===== src/rtl/uart_pkg.sv =====
// rtl/uart_pkg.sv - shared state/message types and response byte constants
package uart_pkg;

    typedef enum logic [2:0] {
        ST_COLLECT,
        ST_CHECK,
        ST_SEND,
        ST_DONE,
        ST_LOCKOUT
    } state_e;

    typedef enum logic [1:0] {
        MSG_OK,
        MSG_NO,
        MSG_LK
    } msg_e;

    // Byte 0 (first transmitted) sits in [7:0].
    localparam logic [31:0] MSG_OK_BYTES = {8'h0A, 8'h0D, 8'h4B, 8'h4F}; // "OK\r\n"
    localparam logic [31:0] MSG_NO_BYTES = {8'h0A, 8'h0D, 8'h4F, 8'h4E}; // "NO\r\n"
    localparam logic [31:0] MSG_LK_BYTES = {8'h0A, 8'h0D, 8'h4B, 8'h4C}; // "LK\r\n"

endpackage


===== src/rtl/uart_pass_ctrl_if.sv =====
// rtl/uart_pass_ctrl_if.sv - UART byte stream and status bundle for the password controller
// Signals:
//   rxData/rxValid : received byte and its one-cycle strobe (master -> slave)
//   txData/txValid/txReady : response byte handshake (slave offers, master accepts)
//   unlocked/locked/led    : status outputs of the controller
interface uart_pass_ctrl_if;
    logic [7:0] rxData;
    logic       rxValid;
    logic [7:0] txData;
    logic       txValid;
    logic       txReady;
    logic       unlocked;
    logic       locked;
    logic [5:0] led;

    modport master (
        output rxData, rxValid, txReady,
        input  txData, txValid, unlocked, locked, led
    );

    modport slave (
        input  rxData, rxValid, txReady,
        output txData, txValid, unlocked, locked, led
    );
endinterface


===== src/rtl/uart_msg_rom.sv =====
// rtl/uart_msg_rom.sv - combinational lookup of one response byte
// Ports:
//   sel_i  : which response message
//   ptr_i  : byte position within the 4-byte message
//   data_o : selected byte
module uart_msg_rom
    import uart_pkg::*;
(
    input  msg_e       sel_i,
    input  logic [1:0] ptr_i,
    output logic [7:0] data_o
);

    logic [31:0] word;

    always_comb begin
        case (sel_i)
            MSG_NO:  word = MSG_NO_BYTES;
            MSG_LK:  word = MSG_LK_BYTES;
            default: word = MSG_OK_BYTES;
        endcase
        data_o = word[{ptr_i, 3'b000} +: 8];
    end

endmodule


===== src/rtl/uart_pass_ctrl.sv =====
// rtl/uart_pass_ctrl.sv - password check over a UART byte stream with retry lockout
// Ports:
//   clk : clock, rising edge
//   rst : synchronous active-high reset
//   bus : slave side of uart_pass_ctrl_if (rx bytes in, response bytes and status out)
module uart_pass_ctrl
    import uart_pkg::*;
#(
    parameter int                    PASS_LEN  = 4,
    parameter logic [8*PASS_LEN-1:0] PASSWORD  = {"B", "2", "a", "1"},
    parameter int                    MAX_TRIES = 3
) (
    input  logic            clk,
    input  logic            rst,
    uart_pass_ctrl_if.slave bus
);

    localparam logic [31:0] PW_WORD  = 32'(PASSWORD);
    localparam logic [1:0]  LAST_IDX = 2'(PASS_LEN - 1);
    localparam logic [1:0]  TRIES_LK = 2'(MAX_TRIES - 1);

    state_e     state_q;
    logic [1:0] idx_q;
    logic [1:0] ptr_q;
    logic [1:0] tries_q;
    logic       mismatch_q;
    msg_e       msg_q;
    logic [7:0] tx_data_q;
    logic       tx_valid_q;
    logic       unlocked_q;
    logic       locked_q;

    logic [7:0] pw_byte;
    msg_e       check_sel_d;
    msg_e       rom_sel_d;
    logic [1:0] rom_ptr_d;
    logic [7:0] rom_byte;

    assign pw_byte = PW_WORD[{idx_q, 3'b000} +: 8];

    // In CHECK the message is not registered yet, so the ROM is steered by the
    // freshly decided message to preload byte 0; in SEND it looks one byte ahead.
    always_comb begin
        if (!mismatch_q) begin
            check_sel_d = MSG_OK;
        end else if (tries_q >= TRIES_LK) begin
            check_sel_d = MSG_LK;
        end else begin
            check_sel_d = MSG_NO;
        end

        if (state_q == ST_CHECK) begin
            rom_sel_d = check_sel_d;
            rom_ptr_d = 2'd0;
        end else begin
            rom_sel_d = msg_q;
            rom_ptr_d = ptr_q + 2'd1;
        end
    end

    uart_msg_rom u_rom (
        .sel_i  (rom_sel_d),
        .ptr_i  (rom_ptr_d),
        .data_o (rom_byte)
    );

    always_ff @(posedge clk) begin
        if (rst) begin
            state_q    <= ST_COLLECT;
            idx_q      <= 2'd0;
            ptr_q      <= 2'd0;
            tries_q    <= 2'd0;
            mismatch_q <= 1'b0;
            msg_q      <= MSG_OK;
            tx_data_q  <= 8'h00;
            tx_valid_q <= 1'b0;
            unlocked_q <= 1'b0;
            locked_q   <= 1'b0;
        end else begin
            case (state_q)
                ST_COLLECT: begin
                    if (bus.rxValid) begin
                        if (bus.rxData != pw_byte) begin
                            mismatch_q <= 1'b1;
                        end
                        if (idx_q == LAST_IDX) begin
                            idx_q   <= 2'd0;
                            state_q <= ST_CHECK;
                        end else begin
                            idx_q <= idx_q + 2'd1;
                        end
                    end
                end
                ST_CHECK: begin
                    mismatch_q <= 1'b0;
                    msg_q      <= check_sel_d;
                    tries_q    <= (check_sel_d == MSG_OK) ? 2'd0 : tries_q + 2'd1;
                    ptr_q      <= 2'd0;
                    tx_data_q  <= rom_byte;
                    tx_valid_q <= 1'b1;
                    state_q    <= ST_SEND;
                end
                ST_SEND: begin
                    if (tx_valid_q && bus.txReady) begin
                        if (ptr_q == 2'd3) begin
                            tx_valid_q <= 1'b0;
                            tx_data_q  <= 8'h00;
                            ptr_q      <= 2'd0;
                            case (msg_q)
                                MSG_OK: begin
                                    state_q    <= ST_DONE;
                                    unlocked_q <= 1'b1;
                                end
                                MSG_LK: begin
                                    state_q  <= ST_LOCKOUT;
                                    locked_q <= 1'b1;
                                end
                                default: state_q <= ST_COLLECT;
                            endcase
                        end else begin
                            ptr_q     <= ptr_q + 2'd1;
                            tx_data_q <= rom_byte;
                        end
                    end
                end
                default: begin
                    // DONE and LOCKOUT hold until reset.
                end
            endcase
        end
    end

    assign bus.txData   = tx_data_q;
    assign bus.txValid  = tx_valid_q;
    assign bus.unlocked = unlocked_q;
    assign bus.locked   = locked_q;
    assign bus.led      = ~{unlocked_q, locked_q, tries_q, idx_q};

endmodule


===== src/flat_wrapper.sv =====
// flat-port wrapper written by rule: the top's interface ports become plain ports
module uart_pass_ctrl_flat import uart_pkg::*;
#(
    parameter int                    PASS_LEN  = 4,
    parameter logic [8*PASS_LEN-1:0] PASSWORD  = {" ", " ", " ", " "},
    parameter int                    MAX_TRIES = 3
)
  (clk, rst, bus_rxData, bus_rxValid, bus_txReady, bus_txData, bus_txValid, bus_unlocked, bus_locked, bus_led);
  uart_pass_ctrl_if bus_i ();
  input  logic clk;
  input  logic rst;
  input wire logic [$bits(bus_i.rxData)-1:0] bus_rxData;
  input wire logic [$bits(bus_i.rxValid)-1:0] bus_rxValid;
  input wire logic [$bits(bus_i.txReady)-1:0] bus_txReady;
  output wire logic [$bits(bus_i.txData)-1:0] bus_txData;
  output wire logic [$bits(bus_i.txValid)-1:0] bus_txValid;
  output wire logic [$bits(bus_i.unlocked)-1:0] bus_unlocked;
  output wire logic [$bits(bus_i.locked)-1:0] bus_locked;
  output wire logic [$bits(bus_i.led)-1:0] bus_led;
  assign bus_i.rxData = bus_rxData;
  assign bus_i.rxValid = bus_rxValid;
  assign bus_i.txReady = bus_txReady;
  assign bus_txData = bus_i.txData;
  assign bus_txValid = bus_i.txValid;
  assign bus_unlocked = bus_i.unlocked;
  assign bus_locked = bus_i.locked;
  assign bus_led = bus_i.led;
  uart_pass_ctrl #(.PASS_LEN(PASS_LEN), .PASSWORD(PASSWORD), .MAX_TRIES(MAX_TRIES)) u_core (.clk(clk), .rst(rst), .bus(bus_i));
endmodule

===== config.mk =====
export PLATFORM = sky130hd
export DESIGN_NAME = uart_pass_ctrl_flat
export DESIGN_NICKNAME = d
export VERILOG_FILES = /design/src/rtl/uart_pkg.sv /design/src/rtl/uart_pass_ctrl_if.sv /design/src/rtl/uart_msg_rom.sv /design/src/rtl/uart_pass_ctrl.sv /design/src/flat_wrapper.sv
export SDC_FILE = /design/constraint.sdc
export NUM_CORES = 1
export LEC_CHECK = 0
export CAP_MARGIN = 20
export CORE_ASPECT_RATIO = 0.75
export CORE_MARGIN = 5
export CORE_UTILIZATION = 50
export CTS_CLUSTER_SIZE = 14
export DETAILED_ROUTE_END_ITERATION = 10
export HOLD_SLACK_MARGIN = 0.12
export PLACE_DENSITY = 0.93
export SYNTH_ARGS = -nofsm -noshare
export SYNTH_HDL_FRONTEND = slang
export SYNTH_SLANG_ARGS = --single-unit

===== constraint.sdc =====
create_clock -name clk -period 5.4 [get_ports clk]
set_clock_uncertainty 0.2 [all_clocks]
set_input_delay 1.62 -clock clk [delete_from_list [all_inputs] [get_ports clk]]
set_output_delay 1.62 -clock clk [all_outputs]
set_load 0.03 [all_outputs]

==> summary.md, run 1 <==
| Metric | Value |
|---|---|
| Wire per inst | `14.0 um` |
| Ys Warns | `0` |
| Tmin final | `3.25 ns` |
| Detailed Routing Iterations Pass 1 | `4` |
| Synthesized instance count | `128` |
| First DRT Iteration DRCs | `71` |
| CTS max path bufs | `2` |
| Setup crit end kind | `output port` |
| Area delta synth->final | `24.6%` |
| Cell area after synthesis | `1050 um2` |
| Final period utilization | `60.2%` |
| Clk slew on worst S/H paths | `0.11 ns` |
| DRC Markers | `0` |
| Flop pwr share | `59.7%` |
| TritonCTS buffer count | `3` |
| Reg-to-Reg End | `u_core.bus.txData[0]$_SDFFE_PP0N_` |
| Worst r2r src | `u_core.state_q[2]$_SDFFE_PP0P_` |
| Switching share of power | `25.3%` |
| Dpl cells | `170` |
| Number of antenna diodes | `0` |
| Largest cells by area after synthesis | `dfxtp_1 (38%), a21oi_1 (8.6%), nor2_1 (7.2%)` |
| FF-to-FF setup slack | `2.95 ns` |
| DIE AREA | `3120 um2` |
| Critical Path AT | `1.43 ns` |
| Sink Count | `20` |
| TritonCTS clock tree | `done` |
| Max Freq | `307 MHz` |
| HP Class | `reg -> reg` |
| Vias | `964` |
| HPWL Detailed | `1860 um` |
| Hold Path Cell Cnt | `2` |
| NumNets Final | `168` |
| Fin Hold WS | `0.266 ns` |
| Setup Viol. Count Final | `0` |
| CTS resizes | `0` |
| Worst r2r path cells | `6` |
| IR drop worst, VDD | `0.169 mV` |
| Slew HR | `51.5%` |
| Fin cells | `173` |
| GR Layer Usage met2 | `27.0%` |
| Clock H-tree levels | `1` |
| I/O pin cnt | `29` |
| Top-area cell type share of the netlist area | `38.2%` |
| Crit-path max FO | `6` |
| First-pass GRT wire length | `4100 um` |
| Initial Utilization | `52.5%` |
| Chip height | `49.7 um` |
| Hold-fix buffers, CTS | `0` |
| Crit path from | `u_core.bus.txValid$_SDFFE_PP0P_` |
| Total GRT Usage | `15.7%` |
| Sw power | `0.0000651 W` |
| CTS root buf | `clkbuf_4` |
| Largest net degree at the start of global routing | `21` |
| CP bufs+invs | `1` |
| Cell Chain, Critical Path | `clkdlybuf4s50_1` |
| Global route overflow | `0` |
| Max Cap Viol | `0` |
| GRT busiest layer | `met2` |
| WHS Endpoint | `u_core.bus.txData[1]$_SDFFE_PP0N_` |
| Hold_sp | `u_core.bus.txData[1]$_SDFFE_PP0N_` |
| Site Rows | `14` |
| Final Hold Viols | `0` |
| Worst-margin pin slew | `0.726 ns` |
| Post-DRT Antenna Nets | `0` |
| Pwr/cell area | `197 nW/um2` |
| Setup Buffers After CTS | `0` |
| Vias per cell | `5.57` |
| Seq cells post-synth | `20` |
| PortBufs | `25` |
| Largest delay contributor family on the critical path | `buffers and inverters` |
| Worst Path Required | `3.58 ns` |
| Cell taking the most area after synthesis | `dfxtp_1` |
| Number of global-route vias before repair | `919` |
| Synth Area per Inst | `8.19 um2` |
| Fillers | `186` |
| Final wirelength | `2420 um` |
| Clk_lat worst skew | `0.30 ns` |
| Max-slew violations | `0` |
| CORE AREA | `2000 um2` |
| Clk pwr share | `27.2%` |
| Share of cells above drive strength 1 | `6.04%` |
| Antenna violations before repair | `0` |
| Post-synthesis sequential area ratio | `38.2%` |
| RSZ-0062 raised after global routing | `false` |
| Routing usage on met3 | `5.68%` |
| Die width | `62.9 um` |
| Slowest library cell on the worst path | `clkdlybuf4s50_1` |
| Crit Path Class | `reg -> out` |
| Internal power | `0.000193 W` |
| Total Negative Setup Slacks | `0 ns` |
| Netlist cell types | `37` |
| Status | `finished clean` |
| Combinational power share | `13.1%` |
| GPL Wtd Cong | `0.763` |
| Max stage delay on crit path | `0.70 ns` |
| Met1 Track Usage GR | `19.3%` |
| Setup crit start kind | `flop` |
| Leak pwr | `0.475 nW` |
## cell usage in the layout, fill, tap and decap left out, types with 4 or more instances in the layout
master | netlist | layout
a21oi_1 | 18 | 18
clkdlybuf4s50_1 | 0 | 25
dfxtp_1 | 20 | 20
ha_1 | 5 | 5
inv_1 | 10 | 10
nand2_1 | 6 | 6
nand2b_1 | 4 | 4
nand3_1 | 4 | 4
nor2_1 | 20 | 20
## cells by family (layout without fill, tap and decap cells)
family | count (synthesis) | count (layout) | share of synthesized area, %
adder cells (fa/ha/maj) | 5 | 5 | 5.97
AO/OA/AOI/OAI | 31 | 31 | 18.3
AND/OR/NAND/NOR | 52 | 52 | 28.6
flip-flops | 20 | 20 | 38.2
buffers and inverters | 19 | 38 | 8.59
other | 1 | 3 | 0.358
## sequential cells by signal (all words and copies together) (netlist names)
signal / flops
u_core.idx_q: 2
u_core.bus.locked: 1
u_core.state_q: 3
u_core.ptr_q: 2
u_core.bus.unlocked: 1
u_core.mismatch_q: 1
u_core.tries_q: 2
u_core.bus.txData: 5
u_core.msg_q: 2
u_core.bus.txValid: 1
## metal layers
metal  vias up  wire, um
met1       450      1070
met4         0         7
li1        482         -
met3         2       154
met2        30      1190
met5         -         0
## final cells by class
| cell class | instances | area [um2] | area share, % |
|---|---|---|---|
| clock buffers | 3 | 22.5 | 1.72 |
| flip-flops and latches | 20 | 400 | 30.7 |
| well taps | 24 | 30.0 | 2.30 |
| repair buffers | 25 | 250 | 19.2 |
| inverters | 10 | 37.5 | 2.87 |
| multi-input cells | 91 | 566 | 43.3 |
## power by group through the flow
stage	clock, W	sequential [W]	combinational (W)
4_1_cts	0.0000723	0.000154	0.0000341
3_3_place_gp	0	0.000157	0.0000325
3_5_place_dp	0	0.000157	0.0000340
6_report	0.0000700	0.000154	0.0000338
2_1_floorplan	0	0.000157	0.0000199
5_1_grt	0.0000804	0.000154	0.0000366
## worst max path at each step
stage | end | slack [ns] | cells after the start
2_1_floorplan | u_core.bus.txData[6]$_SDFFE_PP0N_ | 2.79 | 4
3_3_place_gp | u_core.bus.txData[6]$_SDFFE_PP0N_ | 2.15 | 5
3_5_place_dp | u_core.bus.txData[6]$_SDFFE_PP0N_ | 2.07 | 5
4_1_cts | bus_led[0] | 2.15 | 2
5_1_grt | bus_txValid | 2.08 | 1
6_report | bus_txValid | 2.15 | 1
## Yosys cell counts
cell,number
nor2_2,1
buf_4,4
o211ai_1,1
a21oi_1,18
buf_2,3
nor3b_1,1
or3_1,1
a211oi_1,1
o21ai_0,3
nand4_1,1
o31ai_4,1
a21o_1,2
conb_1,1
a22oi_1,1
nor4b_1,1
a31oi_1,1
nand4b_1,1
nor4b_2,1
nand2_1,6
a21oi_2,1
or3b_1,1
nor2_1,20
nor3_1,2
nor3b_2,1
nand3_1,4
nand4bb_1,1
nand3b_1,1
inv_1,10
clkbuf_1,2
o21ai_1,1
ha_1,5
and3_1,1
nor4b_4,1
nor4_1,3
nand2b_1,4
dfxtp_1,20
o31ai_1,1
## metrics by stage
| stage | area (um2) | setup WS [ns] | power, W | util (%) |
|---|---|---|---|---|
| after floorplan | 1060 | 2.79 | 0.000177 | - |
| after global placement | 1280 | 2.15 | 0.000189 | 64.3 |
| after detailed placement | 1280 | 2.07 | 0.000191 | 64.3 |
| after CTS | 1310 | 2.15 | 0.000260 | 65.4 |
| after global routing | 1310 | 2.08 | 0.000272 | 65.4 |
| final | 1310 | 2.15 | 0.000258 | 65.4 |
## worst min-delay path: stages (launching register included)
cell and delay (ns):
dfxtp_1 0.33, nand2_1 0.05, a21oi_1 0.05
No activity file was read; power rests on OpenSTA's default activity.
==> run 2, diff against run 1 <==
Settings changed: CORE_UTILIZATION 50 to 46, PLACE_DENSITY 0.93 to 0.87.
Clock period 5.4 ns to 3.3 ns, I/O delays scaled along.
==> run 2 against run 1 <==
Effect of this change: sequential share of layout area is 0.35 points lower; power is 74% higher; cell count is 1.2% higher; global-route usage is 1.9 points lower; critical endpoint unchanged; combinational power is 60% higher; critical path type unchanged; worst setup slack worse by 1.5 ns; non-clock buffer count stayed put.
==> summary.md, run 2 (synthesis results as in run 1) <==
| Metric | Value |
|---|---|
| Vias per cell | `5.38` |
| Most common cell after layout, fill and taps aside | `clkdlybuf4s50_1` |
| DRC Markers | `0` |
| Final wirelength | `2170 um` |
| Die width | `65.1 um` |
| CTS root buf | `clkbuf_4` |
| Share of cells above drive strength 1 | `6.67%` |
| Leak pwr | `0.482 nW` |
| Total GRT Usage | `13.8%` |
| Crit-path max FO | `6` |
| Number of antenna diodes | `0` |
| CTS max path bufs | `2` |
| Setup crit end kind | `output port` |
| Slowest library cell on the worst path | `clkdlybuf4s50_1` |
| IR drop worst, VDD | `0.246 mV` |
| DP Area | `1280 um2` |
| Dpl cells | `171` |
| Site Rows | `15` |
| Fillers | `194` |
| Largest delay contributor family on the critical path | `buffers and inverters` |
| Initial Utilization | `46.9%` |
| Max reg flops | `5` |
| Final period utilization | `80.4%` |
| Register Area | `400 um2` |
| Fin cells | `175` |
| Worst-margin pin slew | `0.724 ns` |
| Status | `finished clean` |
| First-pass GRT wire length | `3640 um` |
| Pwr/cell area | `340 nW/um2` |
| CORE AREA | `2230 um2` |
| Cell Chain, Critical Path | `clkdlybuf4s50_1` |
| Largest net degree at the start of global routing | `21` |
| TritonCTS clock tree | `done` |
| Worst Path Required | `2.11 ns` |
| Critical Path AT | `1.46 ns` |
| Tmin final | `2.65 ns` |
| Area delta synth->final | `26.0%` |
| Max-slew violations | `0` |
| Clk slew on worst S/H paths | `0.12 ns` |
| Max stage delay on crit path | `0.71 ns` |
| Final Hold Viols | `0` |
| Most frequent cells in the layout | `clkdlybuf4s50_1 (25), nor2_1 (20), dfxtp_1 (20)` |
| RSZ-0062 raised after global routing | `false` |
| Antenna violations before repair | `0` |
| HPWL Detailed | `1650 um` |
| NumNets Final | `168` |
| Total Negative Setup Slacks | `0 ns` |
| Chip height | `51.3 um` |
| Hold-fix buffers, CTS | `0` |
| Multi-input gate area | `566 um2` |
| CTS resizes | `0` |
| Slew HR | `51.6%` |
| Post-layout util | `59.2%` |
| Vias | `941` |
| Setup Buffers After CTS | `0` |
| Post-DRT Antenna Nets | `0` |
| PortBufs | `25` |
| HP Class | `reg -> reg` |
| TritonCTS buffer count | `3` |
| Detailed Routing Iterations Pass 1 | `4` |
| Sink Count | `20` |
| Setup Viol. Count Final | `0` |
| Global route overflow | `0` |
| Clk_lat worst skew | `0.31 ns` |
| Cell area after layout | `1320 um2` |
| Clock H-tree levels | `1` |
| First DRT Iteration DRCs | `39` |
| Max Freq | `377 MHz` |
| Max Cap Viol | `0` |
| CP bufs+invs | `1` |
| Setup crit start kind | `flop` |
| DIE AREA | `3340 um2` |
| I/O pin cnt | `29` |
| Number of global-route vias before repair | `855` |
| Crit Path Class | `reg -> out` |
| GPL Wtd Cong | `0.842` |
| Wire per inst | `12.4 um` |
[run 2: metrics by stage]
| step | hold slack [ns] | worst slack, ns | power (W) |
|---|---|---|---|
| 2_1_floorplan | 0.252 | 1.31 | 0.000290 |
| 3_3_place_gp | 0.243 | 0.695 | 0.000310 |
| 3_5_place_dp | 0.250 | 0.633 | 0.000311 |
| 4_1_cts | 0.266 | 0.654 | 0.000454 |
| 5_1_grt | 0.287 | 0.608 | 0.000469 |
| 6_report | 0.260 | 0.647 | 0.000450 |
[run 2: worst paths after layout]
check	slack, ns	cells past startpoint	from	end
setup / recovery	0.65	1	u_core.bus.txValid$_SDFFE_PP0P_	bus_txValid
hold / removal	0.26	2	u_core.bus.txData[1]$_SDFFE_PP0N_	u_core.bus.txData[1]$_SDFFE_PP0N_
setup reg to reg	0.85	7	u_core.state_q[2]$_SDFFE_PP0P_	u_core.bus.txData[0]$_SDFFE_PP0N_
hold reg to reg	0.26	2	u_core.bus.txData[1]$_SDFFE_PP0N_	u_core.bus.txData[1]$_SDFFE_PP0N_
[run 2: cell type report]
cell class	count	area share (%)
sequential	20	30.3
clock buffer	4	2.75
inverter	10	2.84
multi-input combinational	91	42.8
timing repair buffer	25	18.9
tap	25	2.37
[run 2: routing by layer]
metal	GRT usage (%)	vias to the layer above	share of wire, %
met1	16.6	438	44
met3	3.30	4	3.8
met5	0	-	0
met2	23.9	24	51
li1	-	475	-
met4	5.17	0	1.7
[run 2: power by group]
part | switching [W] | total (W) | internal, W | leakage, nW
combinational | 0.0000282 | 0.0000540 | 0.0000259 | 0.300
sequential | 0.00000521 | 0.000252 | 0.000247 | 0.162
clock | 0.0000764 | 0.000144 | 0.0000674 | 0.0210
==> run 3, diff against run 2 <==
Settings changed: CORE_UTILIZATION 46 to 42, PLACE_DENSITY 0.87 to 0.84.
Clock period 3.3 ns to 2.25 ns, I/O delays scaled along.
==> run 3 against run 2 <==
Effect of this change: routed wire length increased by 8.9%; hold slack improved by 0.0070 ns; first-iteration DRC count increased by 54%; critical path type unchanged; power increased by 39%; die area increased by 7.8%; non-clock buffer count increased by 7; register-to-register slack got worse by 0.73 ns; sequential power increased by 46%; flip-flop and latch count unchanged.
==> summary.md, run 3 (synthesis results as in run 1) <==
| Metric | Value |
|---|---|
| CP bufs+invs | `1` |
| Hold-fix buffers, CTS | `0` |
| Share of cells above drive strength 1 | `10.3%` |
| Leak pwr | `0.601 nW` |
| Slew HR | `66.3%` |
| Vias per cell | `5.14` |
| Clk_lat worst skew | `0.31 ns` |
| Largest delay contributor family on the critical path | `buffers and inverters` |
| Detailed Routing Iterations Pass 1 | `4` |
| RSZ-0062 raised after global routing | `false` |
| Flop pwr share | `59.0%` |
| CORE AREA | `2350 um2` |
| Max-slew violations | `0` |
| Total Negative Setup Slacks | `0 ns` |
| DIE AREA | `3610 um2` |
| GPL Wtd Cong | `0.799` |
| Final period utilization | `98.4%` |
| Worst Path Required | `1.37 ns` |
| Global route overflow | `0` |
| PortBufs | `25` |
| DRC Markers | `0` |
| Setup crit start kind | `flop` |
| Pwr/cell area | `450 nW/um2` |
| Slowest library cell on the worst path | `clkdlybuf4s50_1` |
| Tmin final | `2.21 ns` |
| Post-DRT Antenna Nets | `0` |
| Final Hold Viols | `0` |
| Crit-path max FO | `2` |
| Die width | `67.7 um` |
| Initial Utilization | `44.7%` |
| Total GRT Usage | `14.3%` |
| Most frequent cells in the layout | `nor2_1 (20), dfxtp_1 (20), a21oi_1 (18)` |
| CTS max path bufs | `2` |
| First DRT Iteration DRCs | `60` |
| Fin Hold WS | `0.267 ns` |
| Critical Path Stages | `1` |
| Max reg flops | `5` |
| Dpl cells | `187` |
| TritonCTS buffer count | `3` |
| Cell Chain, Critical Path | `clkdlybuf4s50_1` |
| Clk pwr share | `27.3%` |
| Clk slew on worst S/H paths | `0.10 ns` |
| Final wirelength | `2370 um` |
| NumNets Final | `175` |
| Number of global-route vias before repair | `918` |
| Max stage delay on crit path | `0.68 ns` |
| Internal power | `0.000464 W` |
| Sink Count | `20` |
| HP Class | `reg -> reg` |
| Hold Path Cell Cnt | `2` |
| Max Cap Viol | `0` |
| Chip height | `53.3 um` |
| Worst r2r path cells | `7` |
| Combinational power share | `13.7%` |
| Worst-margin pin slew | `0.503 ns` |
| Wire per inst | `12.5 um` |
| Max Freq | `452 MHz` |
| Setup Viol. Count Final | `0` |
| Status | `finished clean` |
| Antenna violations before repair | `0` |
| Number of antenna diodes | `0` |
| Sw power | `0.000158 W` |
| Switching share of power | `25.4%` |
| Site Rows | `15` |
| Area delta synth->final | `31.9%` |
| CTS root buf | `clkbuf_4` |
| Largest net degree at the start of global routing | `21` |
| Setup crit end kind | `output port` |
| IR drop worst, VDD | `0.290 mV` |
| I/O pin cnt | `29` |
| Vias | `977` |
| Crit Path Class | `reg -> out` |
| Clock H-tree levels | `1` |
| TritonCTS clock tree | `done` |
| Fin cells | `190` |
| First-pass GRT wire length | `3950 um` |
| Critical Path AT | `1.34 ns` |
| HPWL Detailed | `1780 um` |
[run 3: worst reg2reg max path, cell delays in order (launching register included)]
cell	delay, ns
dfxtp_1	0.32
or3b_1	0.53
a21oi_2	0.27
inv_1	0.07
ha_1	0.19
a21o_1	0.18
o21ai_0	0.17
a21oi_1	0.09
[run 3: worst paths after layout]
kind / startpoint / end / slack [ns]
worst max register to register: u_core.state_q[2]$_SDFFE_PP0P_ / u_core.bus.txData[2]$_SDFFE_PP0N_ / 0.12
worst min register to register: u_core.bus.txData[1]$_SDFFE_PP0N_ / u_core.bus.txData[1]$_SDFFE_PP0N_ / 0.27
worst max-delay path: u_core.bus.txData[1]$_SDFFE_PP0N_ / bus_txData[1] / 0.04
worst min-delay path: u_core.bus.txData[1]$_SDFFE_PP0N_ / u_core.bus.txData[1]$_SDFFE_PP0N_ / 0.27
[run 3: power by group through the flow]
stage | combinational (W) | clock, W | sequential [W]
global route | 0.0000920 | 0.000189 | 0.000368
floorplan | 0.0000478 | 0 | 0.000377
detailed placement | 0.0000880 | 0 | 0.000375
CTS | 0.0000856 | 0.000175 | 0.000367
global placement | 0.0000852 | 0 | 0.000375
finish | 0.0000853 | 0.000170 | 0.000367
[run 3: what timing repair did]
| action | 4_1_cts | 5_1_grt |
|---|---|---|
| hold endpoints to repair | 0 | 0 |
| gates resized for setup | 5 | 7 |
| setup buffers | 0 | 0 |
| gates cloned | 0 | 0 |
| setup endpoints to repair | 5 | 7 |
[run 3: per-layer routing]
layer / vias to the layer above / share of wire, % / GRT usage [%] / wire length, um
li1: 490 / - / - / -
met1: 457 / 48 / 18.0 / 1130
met2: 27 / 46 / 23.3 / 1100
met3: 3 / 5.3 / 4.46 / 126
met4: 0 / 0.72 / 4.38 / 17
met5: - / 0 / 0 / 0
[run 3: layout make-up]
type | instances | area (um2)
fillers | 209 | 963
multi-input cells | 91 | 566
clock buffers | 3 | 22.5
inverters | 10 | 37.5
flip-flops and latches | 20 | 400
repair buffers | 32 | 314
well taps | 34 | 42.5
[run 3: through the flow]
stage | worst slack, ns | instance area (um2) | power, W | utilization [%]
after floorplan | 0.256 | 1060 | 0.000425 | -
after global placement | 0.0507 | 1350 | 0.000460 | 57.5
after detailed placement | 0.00417 | 1350 | 0.000463 | 57.5
after CTS | 0.00605 | 1370 | 0.000628 | 58.2
after global routing | 0.000760 | 1380 | 0.000650 | 58.9
final | 0.0352 | 1380 | 0.000623 | 58.9
